==> config.mk <==
export PLATFORM = sky130hd
export DESIGN_NAME = core_seq_ctrl
export DESIGN_NICKNAME = d
export VERILOG_FILES = /design/src/rtl/core_seq_ctrl.sv
export SDC_FILE = /design/constraint.sdc
export NUM_CORES = 1
export LEC_CHECK = 0
export ABC_AREA = 1
export CORE_UTILIZATION = 23
export DETAILED_ROUTE_END_ITERATION = 10
export GPL_TIMING_DRIVEN = 1
export HOLD_SLACK_MARGIN = 0.05
export SLEW_MARGIN = 20
export SYNTH_ARGS = -nofsm -noshare
export SYNTH_HDL_FRONTEND = slang
export SYNTH_SLANG_ARGS = --single-unit
==> constraint.sdc <==
create_clock -name clk -period 1.5 [get_ports clk]
set_input_delay 0.3 -clock clk [delete_from_list [all_inputs] [get_ports clk]]
set_output_delay 0.3 -clock clk [all_outputs]
set_load 0.01 [all_outputs]
==> src/rtl/core_seq_ctrl.sv <==
// Multi-cycle FETCH/DECODE/EXEC/MEM/WB sequencer with halt detection and a request watchdog.
// Optional PERF_CNT_EN macro builds the cycle and retired-instruction counters.
module core_seq_ctrl #(
  parameter int TIMEOUT_W = 8
) (
  input  logic        clk,
  input  logic        rst,
  input  logic        ifu_rvalid_i,
  input  logic        lsu_ack_i,
  input  logic        dec_load_i,
  input  logic        dec_store_i,
  input  logic        dec_rf_wr_i,
  input  logic        dec_ebreak_i,
  input  logic        dec_illegal_i,
  output logic        ifu_req_o,
  output logic        inst_we_o,
  output logic        idu_en_o,
  output logic        exu_en_o,
  output logic        lsu_req_o,
  output logic        lsu_we_o,
  output logic        rf_wen_o,
  output logic        pc_wen_o,
  output logic        retire_o,
  output logic        halted_o,
  output logic [1:0]  halt_code_o,
  output logic [31:0] perf_cycles_o,
  output logic [31:0] perf_instret_o
);

  typedef enum logic [2:0] {
    S_FETCH,
    S_DECODE,
    S_EXEC,
    S_MEM,
    S_WB,
    S_HALT
  } state_e;

  localparam logic [1:0] CODE_EBREAK  = 2'd0;
  localparam logic [1:0] CODE_ILLEGAL = 2'd1;
  localparam logic [1:0] CODE_TIMEOUT = 2'd2;

  // The count holds the number of cycles already waited, so the final
  // permitted waiting cycle is the one where the count is all-ones minus one.
  localparam logic [TIMEOUT_W-1:0] WDOG_LAST = ~TIMEOUT_W'(1);

  state_e               state_q, state_d;
  logic [TIMEOUT_W-1:0] wdogCnt_q, wdogCnt_d;
  logic [1:0]           haltCode_q, haltCode_d;
  logic                 wdogExpire;

  assign wdogExpire = (wdogCnt_q == WDOG_LAST);

  always_ff @(posedge clk) begin
    if (rst) begin
      state_q    <= S_FETCH;
      wdogCnt_q  <= '0;
      haltCode_q <= CODE_EBREAK;
    end else begin
      state_q    <= state_d;
      wdogCnt_q  <= wdogCnt_d;
      haltCode_q <= haltCode_d;
    end
  end

  always_comb begin
    state_d    = state_q;
    wdogCnt_d  = wdogCnt_q;
    haltCode_d = haltCode_q;
    case (state_q)
      S_FETCH: begin
        if (ifu_rvalid_i) begin
          state_d = S_DECODE;
        end else if (wdogExpire) begin
          state_d    = S_HALT;
          haltCode_d = CODE_TIMEOUT;
        end else begin
          wdogCnt_d = wdogCnt_q + 1'b1;
        end
      end
      S_DECODE: state_d = S_EXEC;
      S_EXEC: begin
        if (dec_illegal_i) begin
          state_d    = S_HALT;
          haltCode_d = CODE_ILLEGAL;
        end else if (dec_ebreak_i) begin
          state_d    = S_HALT;
          haltCode_d = CODE_EBREAK;
        end else if (dec_load_i || dec_store_i) begin
          state_d   = S_MEM;
          wdogCnt_d = '0;
        end else begin
          state_d = S_WB;
        end
      end
      S_MEM: begin
        if (lsu_ack_i) begin
          state_d = S_WB;
        end else if (wdogExpire) begin
          state_d    = S_HALT;
          haltCode_d = CODE_TIMEOUT;
        end else begin
          wdogCnt_d = wdogCnt_q + 1'b1;
        end
      end
      S_WB: begin
        state_d   = S_FETCH;
        wdogCnt_d = '0;
      end
      S_HALT:  state_d = S_HALT;
      default: state_d = S_FETCH;
    endcase
  end

  // Outputs are held low while rst is high so a reset aborts requests immediately.
  always_comb begin
    ifu_req_o   = 1'b0;
    inst_we_o   = 1'b0;
    idu_en_o    = 1'b0;
    exu_en_o    = 1'b0;
    lsu_req_o   = 1'b0;
    lsu_we_o    = 1'b0;
    rf_wen_o    = 1'b0;
    pc_wen_o    = 1'b0;
    retire_o    = 1'b0;
    halted_o    = 1'b0;
    halt_code_o = 2'd0;
    if (!rst) begin
      halt_code_o = haltCode_q;
      case (state_q)
        S_FETCH: begin
          ifu_req_o = 1'b1;
          inst_we_o = ifu_rvalid_i;
        end
        S_DECODE: idu_en_o = 1'b1;
        S_EXEC:   exu_en_o = 1'b1;
        S_MEM: begin
          lsu_req_o = 1'b1;
          lsu_we_o  = dec_store_i;
        end
        S_WB: begin
          rf_wen_o = dec_rf_wr_i & ~dec_store_i;
          pc_wen_o = 1'b1;
          retire_o = 1'b1;
        end
        S_HALT:  halted_o = 1'b1;
        default: ;
      endcase
    end
  end

`ifdef PERF_CNT_EN
  logic [31:0] perfCycles_q, perfInstret_q;

  always_ff @(posedge clk) begin
    if (rst) begin
      perfCycles_q  <= '0;
      perfInstret_q <= '0;
    end else begin
      if (state_q != S_HALT) perfCycles_q <= perfCycles_q + 32'd1;
      if (state_q == S_WB) perfInstret_q <= perfInstret_q + 32'd1;
    end
  end

  assign perf_cycles_o  = perfCycles_q;
  assign perf_instret_o = perfInstret_q;
`else
  assign perf_cycles_o  = 32'd0;
  assign perf_instret_o = 32'd0;
`endif

endmodule

==> impl_results.md, run 1 <==
* Post-Synthesis Cells at 232
* CTS sink count at 13
* Hold Fails Final Rpt at 0
* Fill count at 656
* Global-route usage over all layers at about 10%
* Layout cells sized above 1 at 36.05%
* Vias in the first global route at between 1000 and 1500
* CTS H-tree lvls at 1
* I/O Pins at between 80 and 90
* Leak at approximately 0.96 nW
* Largest area contributor in the netlist: buf_4
* Critical Path Fanout Max at 6
* Die area at 6571 sq um
* Max incr delay on CP at 0.41 ns
* Maxcap violations at 0
* Die height at between 80 and 90 um
* Top delay family on crit path: flip-flops
* Commonest cells in the netlist: buf_4, nand2_1, nor2_1
* Dpl cell area at 1720 sq um
* CTS tree: yes
* CP bufs+invs at 4
* Root buffer cell: clkbuf_8
* Top-count cell post-synth: buf_4
* Worst Hold End: haltCode_q[1]$_SDFFE_PP0P_
* Initial antenna violation count at 0
* Worst R2R Setup Slack at approximately 0.030 ns
* Warnings, synthesis at 0
* Synthesized area per cell at 6.197 sq um
* Clock Path Buffers at 2
* Largest net degree at the start of global routing at 11
* WS Path Type: flip-flop to output port
* Placed cell count at 356
* Drt wl/cell at ~9.0 um
* Met2 WL post-DR at 1658 um
* Crit-path slowest cell: dfxtp_4
* Initial Util at around a quarter
* Register area share after synthesis at 18.10%
* Area of the multi-input gates at 1017 sq um
* First-pass GRT wire length at between 5000 and 6000 um
* Mux contribution to synthesized area at 0%
* Netlist Area Pre-Place at 1438 sq um
* Adder-cell area share of the yosys netlist at about 1.7%
* R2r startpoint: state_q[2]$_SDFF_PP0_
* Yosys reg bits at 13
* Metal1 wirelength at approximately 1400 um
* XOR/XNOR share of the synthesized area at less than 1%
* Area delta synth->final at 37.34%
* Asr flop ratio synth at 0%
* DR vias at 1432
* Hpwl dp at about 2400 um
* Crit path arrival time at roughly 1.2 ns
* Primary FF master, synth: dfxtp_1
* Top sig layer: met4
* Data required, critical path at ~1.2 ns
* RSZ-0062 raised after global routing: true
* Synth top area share at 33.94%
* Routed vias/inst at 3.881
* Final non-filler cell total at 369
* Port Buf Inserts at 20
* Ant. Diodes at 0
* CP Launch Type: flip-flop
* Residual DRC at 0
* Met3 Routed Length at 192 um
* PD cells at around 850 nW/um^2
* Final setup violation count at 1
* Num CTS Buffers at 3
* FMAX at 665.6 MHz
* Core area at 5991 sq um
* Fin worst setup slack at -0.002310 ns
* CP Capture Type: output port
* Crit Reg-Reg Endpoint: haltCode_q[0]$_SDFFE_PP0P_
* Reg clk slew, reported paths at roughly 0.070 ns
* Starting DRC count in detailed routing at 57
* Std cell rows at 28
* Worst Hold Launch: haltCode_q[1]$_SDFFE_PP0P_
* Dpl ws at -0.5003 ns
* Crit path cell chain: inv_4 -> buf_6 -> nor2_4 -> inv_2 -> nor2_1 -> buf_2
* Post-synthesis cell type count at 22
* Post-synth EDFFs at 0
* Synth area leaders: buf_4, dfxtp_1, nand2_1, nor2_1, a21oi_1
* Simple-gate share of the synthesized area at 31.85%
* Routability cong. at 0.8191
* IR Drop Worst-Case VDD at 0.4827 mV
* Failing checks: setup timing
* Worst Hold Class: flip-flop to flip-flop
* Status: complete, but fails checks
* FF-to-FF path depth at 12
* Worst hold slack at 0.4712 ns
* Largest family of logic cells by synthesized area: buffers and inverters
* ANT nets after route at 0
* Clock Latency Late Sink at around 0.25 ns
* Post-route clock period utilization at 100.2%
* Final min period at 1.502 ns
* Compound-Gate Fraction of Synth Area at 8.529%
* Routed WL at 3312 um
* Final Max Slew Viols at 0
* Final design utilization at 32.96%
* FF+latch area at ~270 sq um
* Die W at 81.06 um
* DRT Pass-1 Iters at 4
* GRT overflow at 0
* Nets at a little over 300
* Hold Crit Depth at 2
* Clk_skew at 0.005520 ns
* Final Cell Area at between 1500 and 2000 sq um
what timing repair did:
| item | CTS | global route |
|---|---|---|
| gates resized for setup | 66 | 39 |
| hold buffers | 0 | 0 |
| setup buffers | 7 | 2 |
| pin swaps | 6 | 16 |
| endpoints found under the setup margin | 22 | 19 |
through the flow:
step | setup TNS (ns) | total power, mW
final | -0.002310 | 1.672
after global routing | -0.4614 | 1.798
after CTS | -0.06171 | 1.559
after detailed placement | -7.283 | 1.147
after global placement | -7.071 | 1.145
after floorplan | 0 | 0.9587
layout by cell type (no fill, tap or decap), types with 3 or more instances in the layout:
cell type,synthesis,layout
inv_1,11,9
inv_4,0,3
a21oi_2,0,3
conb_1,1,64
nand2_4,0,4
nor2_1,28,21
o21ai_0,4,4
a21oi_1,15,11
nand2_1,56,42
clkdlybuf4s50_1,0,6
inv_2,6,5
nor2_4,1,8
nand3_2,1,3
clkbuf_8,0,3
buf_4,65,41
nor2_2,3,3
nand3_1,11,8
nand2_2,1,11
buf_2,0,10
dfxtp_1,13,8
dfxtp_4,0,3
final cells by class:
| type | instances | share of cell area, % |
|---|---|---|
| clock buffers | 4 | 2.281 |
| inverters | 17 | 3.612 |
| multi-input cells | 198 | 51.52 |
| flip-flops and latches | 13 | 13.88 |
| well taps | 75 | 4.753 |
| repair buffers | 62 | 23.95 |
worst max path at each step:
| stage | cells past startpoint | end | slack [ns] | start |
|---|---|---|---|---|
| 2_1_floorplan | 9 | wdogCnt_q[7]$_SDFFE_PP0P_ | 0.14 | wdogCnt_q[0]$_SDFFE_PP0P_ |
| 3_3_place_gp | 4 | lsu_we_o | -0.44 | rst |
| 3_5_place_dp | 4 | idu_en_o | -0.50 | rst |
| 4_1_cts | 6 | exu_en_o | -0.04 | state_q[2]$_SDFF_PP0_ |
| 5_1_grt | 6 | rf_wen_o | -0.09 | state_q[0]$_SDFF_PP0_ |
| 6_report | 6 | halted_o | -0.002 | state_q[2]$_SDFF_PP0_ |
sequential cells by signal, indices dropped and copies added, names as in the netlist:
name,cells
haltCode_q,2
wdogCnt_q,8
state_q,3
power by group:
part	internal, mW	switching (mW)
logic	0.377	0.522
clock network	0.188	0.151
registers	0.388	0.0455
routing by layer:
layer  vias up  global-route usage [%]
met3         5                   3.258
met4         0                   3.214
li1        724                       -
met1       652                   12.84
met5         -                       0
met2        51                   16.05
kinds of logic after synthesis:
group / after synthesis
buf+inv: 84
xor+xnor: 1
fa+ha+maj: 2
compound gates: 23
flops: 13
simple gates: 108
other cells: 1
tightest hold or removal path, stage by stage (launching register included):
cell     delay, ns
dfxtp_1       0.31
nand2_1       0.06
a21oi_1       0.05
(Power assumes the default switching activity.)
==> run 2: changes to the inputs <==
--- a/config.mk
+++ b/config.mk
@@ -6,7 +6,9 @@
 export NUM_CORES = 1
 export LEC_CHECK = 0
 export ABC_AREA = 1
+export CAP_MARGIN = 5
 export CORE_UTILIZATION = 23
+export CTS_BUF_LIST = sky130_fd_sc_hd__clkbuf_16
 export DETAILED_ROUTE_END_ITERATION = 10
 export GPL_TIMING_DRIVEN = 1
 export HOLD_SLACK_MARGIN = 0.05
==> impl_results.md, run 2 (same netlist as run 1, synthesis figures left out) <==
* Status: finished clean (was complete, but fails checks)
* Cell internal pwr at 1.110 mW (was 0.9539 mW)
* First-pass GRT wire length at 5037 um (was 5154 um)
* Die height at 81.06 um (unchanged)
* Clk_skew at 0.007603 ns (was 0.005520 ns)
* Met2 WL post-DR at 1565 um (was 1658 um)
* Top delay family on crit path: flip-flops (unchanged)
* Hpwl dp at 2433 um (unchanged)
* PD cells at 925.9 nW/um^2 (was 846.7 nW/um^2)
* Max incr delay on CP at 0.37 ns (was 0.41 ns)
* Worst hold slack at 0.4677 ns (was 0.4712 ns)
* Root buffer cell: clkbuf_16 (was clkbuf_8)
* CP Launch Type: flip-flop (unchanged)
* Biggest regs: wdogCnt_q x8, state_q x3, haltCode_q x2 (unchanged)
* Clock Latency Late Sink at 0.24 ns (was 0.25 ns)
* Port Buf Inserts at 20 (unchanged)
* Clock group share of total power at 27.8% (was 20.3%)
* Sw Ratio at 39.50% (was 42.94%)
* Clock Path Buffers at 2 (unchanged)
* Reg clk slew, reported paths at 0.05 ns (was 0.07 ns)
* CTS sink count at 13 (unchanged)
* Dpl ws at -0.5003 ns (unchanged)
* I/O Pins at 85 (unchanged)
* Fin worst setup slack at 0.01377 ns (was -0.002310 ns)
* RSZ-0062 raised after global routing: true (unchanged)
* Crit path arrival time at 1.19 ns (was 1.20 ns)
* Most flop-heavy register: wdogCnt_q (unchanged)
* Leak at 0.9663 nW (was 0.9646 nW)
* Std cell rows at 28 (unchanged)
* Routability cong. at 0.8191 (unchanged)
* GRT overflow at 0 (unchanged)
* Num CTS Buffers at 3 (unchanged)
* Critical Path Fanout Max at 5 (was 6)
* Largest net degree at the start of global routing at 11 (unchanged)
* Worst Hold Class: flip-flop to flip-flop (unchanged)
* FMAX at 672.8 MHz (was 665.6 MHz)
* Die W at 81.06 um (unchanged)
* ANT nets after route at 0 (unchanged)
* WS Path Type: flip-flop to output port (unchanged)
* Vias in the first global route at 1099 (was 1148)
* Worst R2R Setup Slack at 0.08 ns (was 0.03 ns)
* CP bufs+invs at 2 (was 4)
* Final Max Slew Viols at 0 (unchanged)
* DR vias at 1430 (was 1432)
* Starting DRC count in detailed routing at 57 (unchanged)
* Crit-path slowest cell: dfxtp_4 (unchanged)
* Routed vias/inst at 3.907 (was 3.881)
* Tot Pwr at 1.835 mW (was 1.672 mW)
* Commonest non-fill, non-tap cell in the layout: conb_1 (unchanged)
* Area delta synth->final at 37.86% (was 37.34%)
* CTS tree: yes (unchanged)
* Layout cells sized above 1 at 35.40% (was 36.05%)
* Post-route clock period utilization at 99.08% (was 100.2%)
* IR Drop Worst-Case VDD at 0.4002 mV (was 0.4827 mV)
* Core area at 5991 sq um (unchanged)
* Global-route usage over all layers at 9.847% (was 10.11%)
* CP Capture Type: output port (unchanged)
* Maxcap violations at 0 (unchanged)
* Met3 Routed Length at 188 um (was 192 um)
* Die area at 6571 sq um (unchanged)
* Routed WL at 3245 um (was 3312 um)
* Initial Util at 24.00% (unchanged)
* Initial antenna violation count at 0 (unchanged)
* Drt wl/cell at 8.866 um (was 8.976 um)
* Max reg flops at 8 (unchanged)
* Data required, critical path at 1.20 ns (about the same)
* Metal1 wirelength at 1466 um (was 1424 um)
* Top sig layer: met4 (unchanged)
* Crit path cell chain: nor2_4 -> buf_4 -> nand3_1 -> nor2_1 -> buf_2 (was inv_4 -> buf_6 -> nor2_4 -> inv_2 -> nor2_1 -> buf_2)
* Residual DRC at 0 (unchanged)
* Ant. Diodes at 0 (unchanged)
* Final min period at 1.486 ns (was 1.502 ns)
* DRT Pass-1 Iters at 4 (unchanged)
* Nets at 303 (was 306)
* Hold Fails Final Rpt at 0 (unchanged)
* Most frequent cells in the layout: conb_1, nand2_1, buf_4 (unchanged)
* Final setup violation count at 0 (was 1)
* Psw at 0.7248 mW (was 0.7178 mW)
* Comb pwr share at 48.6% (was 53.8%)
* CTS H-tree lvls at 1 (unchanged)
* Reg power frac at 23.6% (was 25.9%)
[run 2: worst register-to-register path, stage by stage (launching register included)]
cell	delay (ns)
dfxtp_4	0.37
nor2_4	0.12
buf_4	0.13
nand3_1	0.09
buf_4	0.15
nand2_4	0.09
inv_4	0.05
nand3_4	0.13
nand2_1	0.08
a21oi_2	0.13
[run 2: repair_timing]
action,4_1_cts,5_1_grt
hold buffers,0,0
hold endpoints to repair,0,0
gates resized for setup,67,36
setup buffers,3,3
setup endpoints to repair,22,18
pin swaps,6,17
[run 2: worst paths after layout]
path | startpoint | end | depth (start not counted)
max | state_q[0]$_SDFF_PP0_ | inst_we_o | 5
max reg2reg | state_q[0]$_SDFF_PP0_ | wdogCnt_q[5]$_SDFFE_PP0P_ | 9
min | haltCode_q[1]$_SDFFE_PP0P_ | haltCode_q[1]$_SDFFE_PP0P_ | 2
min reg2reg | haltCode_q[1]$_SDFFE_PP0P_ | haltCode_q[1]$_SDFFE_PP0P_ | 2
[run 2: stage by stage]
stage / area, sq um / util (%) / std cells / TNS (ns)
final: 1982 / 33.08 / 366 / 0
after floorplan: 1674 / - / 295 / 0
after detailed placement: 1720 / 28.72 / 356 / -7.283
after CTS: 1844 / 30.79 / 363 / -0.01693
after global routing: 1982 / 33.08 / 366 / -0.2658
after global placement: 1720 / 28.72 / 356 / -7.071
[run 2: metal layers]
layer  up-vias  GRT usage [%]
li1        721              -
met1       655          12.84
met2        52          15.38
met3         2          2.921
met4         0          3.214
met5         -              0
[run 2: area by class of cell]
| type | instances | area (sq um) |
|---|---|---|
| Fill cell | 647 | 4009 |
| Multi-Input combinational cell | 198 | 1020 |
| Timing Repair Buffer | 59 | 446.7 |
| Sequential cell | 13 | 274.0 |
| Tap cell | 75 | 93.84 |
| Clock buffer | 3 | 75.07 |
| Inverter | 17 | 68.82 |
| Clock inverter | 1 | 3.754 |
[run 2: power groups by stage]
stage / Clock (mW) / Sequential, mW / Combinational, mW
floorplan: 0 / 0.432 / 0.527
global placement: 0 / 0.424 / 0.721
detailed placement: 0 / 0.425 / 0.723
CTS: 0.526 / 0.428 / 0.779
global route: 0.538 / 0.437 / 0.988
finish: 0.510 / 0.433 / 0.892
==> run 3: changes to the inputs <==
--- a/config.mk
+++ b/config.mk
@@ -6,12 +6,13 @@
 export NUM_CORES = 1
 export LEC_CHECK = 0
 export ABC_AREA = 1
-export CAP_MARGIN = 5
+export CAP_MARGIN = 40
 export CORE_UTILIZATION = 23
 export CTS_BUF_LIST = sky130_fd_sc_hd__clkbuf_16
 export DETAILED_ROUTE_END_ITERATION = 10
 export GPL_TIMING_DRIVEN = 1
 export HOLD_SLACK_MARGIN = 0.05
+export SETUP_SLACK_MARGIN = 0.15
 export SLEW_MARGIN = 20
 export SYNTH_ARGS = -nofsm -noshare
 export SYNTH_HDL_FRONTEND = slang
==> impl_results.md, run 3 (same netlist as run 1, synthesis figures left out) <==
* Clock group share of total power at 26.5% (was 27.8%)
* Final setup violation count at 3 (was 0)
* I/O Pins at 85 (unchanged)
* Max reg flops at 8 (unchanged)
* CTS sink count at 13 (unchanged)
* Drt wl/cell at 9.505 um (was 8.866 um)
* Std cell rows at 28 (unchanged)
* Failing checks: setup timing
* Biggest regs: wdogCnt_q x8, state_q x3, haltCode_q x2 (unchanged)
* Residual DRC at 0 (unchanged)
* Hold Fails Final Rpt at 0 (unchanged)
* Die area at 6571 sq um (unchanged)
* Leak at 0.9980 nW (was 0.9663 nW)
* Cell internal pwr at 1.174 mW (was 1.110 mW)
* Status: complete, but fails checks (was finished clean)
* CTS H-tree lvls at 1 (unchanged)
* Fill count at 639 (was 647)
* Sw Ratio at 40.25% (was 39.50%)
* Core area at 5991 sq um (unchanged)
* Commonest non-fill, non-tap cell in the layout: conb_1 (unchanged)
* Dpl ws at -0.4800 ns (was -0.5003 ns)
* Routability cong. at 0.7687 (was 0.8191)
* Clock Latency Late Sink at 0.25 ns (was 0.24 ns)
* DR vias at 1416 (was 1430)
* FF+latch area at 274.0 sq um (unchanged)
* Crit path arrival time at 1.24 ns (was 1.19 ns)
* Final min period at 1.539 ns (was 1.486 ns)
* CTS tree: yes (unchanged)
* Most frequent cells in the layout: conb_1, buf_4, nand2_1 (was conb_1, nand2_1, buf_4)
* Reg clk slew, reported paths at 0.05 ns (about the same)
* Final Cell Area at 2086 sq um (was 1982 sq um)
* DRT Pass-1 Iters at 4 (unchanged)
* Reg power frac at 22.5% (was 23.6%)
* CP Capture Type: output port (unchanged)
* Die W at 81.06 um (unchanged)
* WS Path Type: flip-flop to output port (unchanged)
* PD cells at 942.4 nW/um^2 (was 925.9 nW/um^2)
* Area of the multi-input gates at 1096 sq um (was 1020 sq um)
* ANT nets after route at 0 (unchanged)
* Hold_buf cts at 0 (unchanged)
* Root buffer cell: clkbuf_16 (unchanged)
* Hpwl dp at 2380 um (was 2433 um)
* Largest net degree at the start of global routing at 10 (was 11)
* Ant. Diodes at 0 (unchanged)
* Maxcap violations at 0 (unchanged)
* Vias in the first global route at 1255 (was 1099)
* Most flop-heavy register: wdogCnt_q (unchanged)
* Initial antenna violation count at 0 (unchanged)
* Critical Path Fanout Max at 5 (unchanged)
* Data required, critical path at 1.20 ns (about the same)
* Comb pwr share at 50.9% (was 48.6%)
* Layout cells sized above 1 at 43.34% (was 35.40%)
* Dpl cell area at 1752 sq um (was 1720 sq um)
* Psw at 0.7912 mW (was 0.7248 mW)
* Global-route usage over all layers at 10.20% (was 9.847%)
* Clk_skew at 0.003033 ns (was 0.007603 ns)
* Starting DRC count in detailed routing at 61 (was 57)
* Routed WL at 3498 um (was 3245 um)
* CP Launch Type: flip-flop (unchanged)
* Initial Util at 24.00% (unchanged)
* Routed vias/inst at 3.848 (was 3.907)
* Worst Hold Class: primary input to flip-flop (was flip-flop to flip-flop)
* Final Max Slew Viols at 0 (unchanged)
* Die height at 81.06 um (unchanged)
* Fin worst setup slack at -0.03912 ns (was 0.01377 ns)
* GRT overflow at 0 (unchanged)
* Num CTS Buffers at 3 (unchanged)
* Post-route clock period utilization at 102.6% (was 99.08%)
* Area delta synth->final at 45.08% (was 37.86%)
* IR Drop Worst-Case VDD at 0.4480 mV (was 0.4002 mV)
* First-pass GRT wire length at 5271 um (was 5037 um)
* Port Buf Inserts at 20 (unchanged)
* Clock Path Buffers at 2 (unchanged)
* RSZ-0062 raised after global routing: true (unchanged)
* FMAX at 649.7 MHz (was 672.8 MHz)
* Nets at 305 (was 303)
==> run 3: worst max-delay path, cell delays in order (launching register included) <==
cell,delay [ns]
dfxtp_4,0.39
buf_4,0.13
nand2_4,0.05
nor2_4,0.11
inv_2,0.05
nor2_2,0.11
buf_2,0.14
==> run 3: worst paths after layout <==
path,end,from,slack [ns],depth (start not counted)
max,exu_en_o,state_q[1]$_SDFF_PP0_,-0.04,6
min,haltCode_q[0]$_SDFFE_PP0P_,dec_illegal_i,0.42,4
max reg2reg,wdogCnt_q[4]$_SDFFE_PP0P_,state_q[1]$_SDFF_PP0_,0.08,9
min reg2reg,haltCode_q[1]$_SDFFE_PP0P_,haltCode_q[1]$_SDFFE_PP0P_,0.46,2
==> run 3: timing repair <==
item,in CTS,in global routing
buffers inserted,2,2
endpoints found under the setup margin,23,21
pin swaps,11,19
gates resized for setup,86,52
==> run 3: power groups by stage <==
stage | Clock (mW) | Sequential (mW) | Combinational [mW]
floorplan | 0 | 0.434 | 0.527
global placement | 0 | 0.426 | 0.751
CTS | 0.530 | 0.433 | 0.849
finish | 0.521 | 0.443 | 1.00
global route | 0.548 | 0.450 | 1.10
detailed placement | 0 | 0.427 | 0.752
==> run 3: per-stage QoR <==
step | TNS, ns | hold slack, ns | total power [mW] | std cells | util, %
5_1_grt | -0.4411 | 0.4499 | 2.103 | 368 | 34.82
3_3_place_gp | -6.981 | 0.4458 | 1.177 | 360 | 29.24
3_5_place_dp | -7.249 | 0.4489 | 1.180 | 360 | 29.24
4_1_cts | -0.1261 | 0.4582 | 1.813 | 366 | 31.98
2_1_floorplan | 0 | 0.4102 | 0.9611 | 295 | -
6_report | -0.08647 | 0.4236 | 1.966 | 368 | 34.82
==> run 3: per-layer routing <==
layer | vias to the layer above | global-route usage [%] | share of wire [%]
met3 | 4 | 2.697 | 5.1
li1 | 726 | - | -
met1 | 634 | 11.86 | 40
met5 | - | 0 | 0
met4 | 0 | 3.214 | 0.71
met2 | 52 | 18.07 | 54
==> run 3: final cells by class <==
| type | count | area share (%) |
|---|---|---|
| Tap cell | 75 | 4.499 |
| Clock inverter | 1 | 0.1800 |
| Multi-Input combinational cell | 198 | 52.55 |
| Sequential cell | 13 | 13.14 |
| Clock buffer | 3 | 3.599 |
| Inverter | 17 | 3.419 |
| Timing Repair Buffer | 61 | 22.62 |
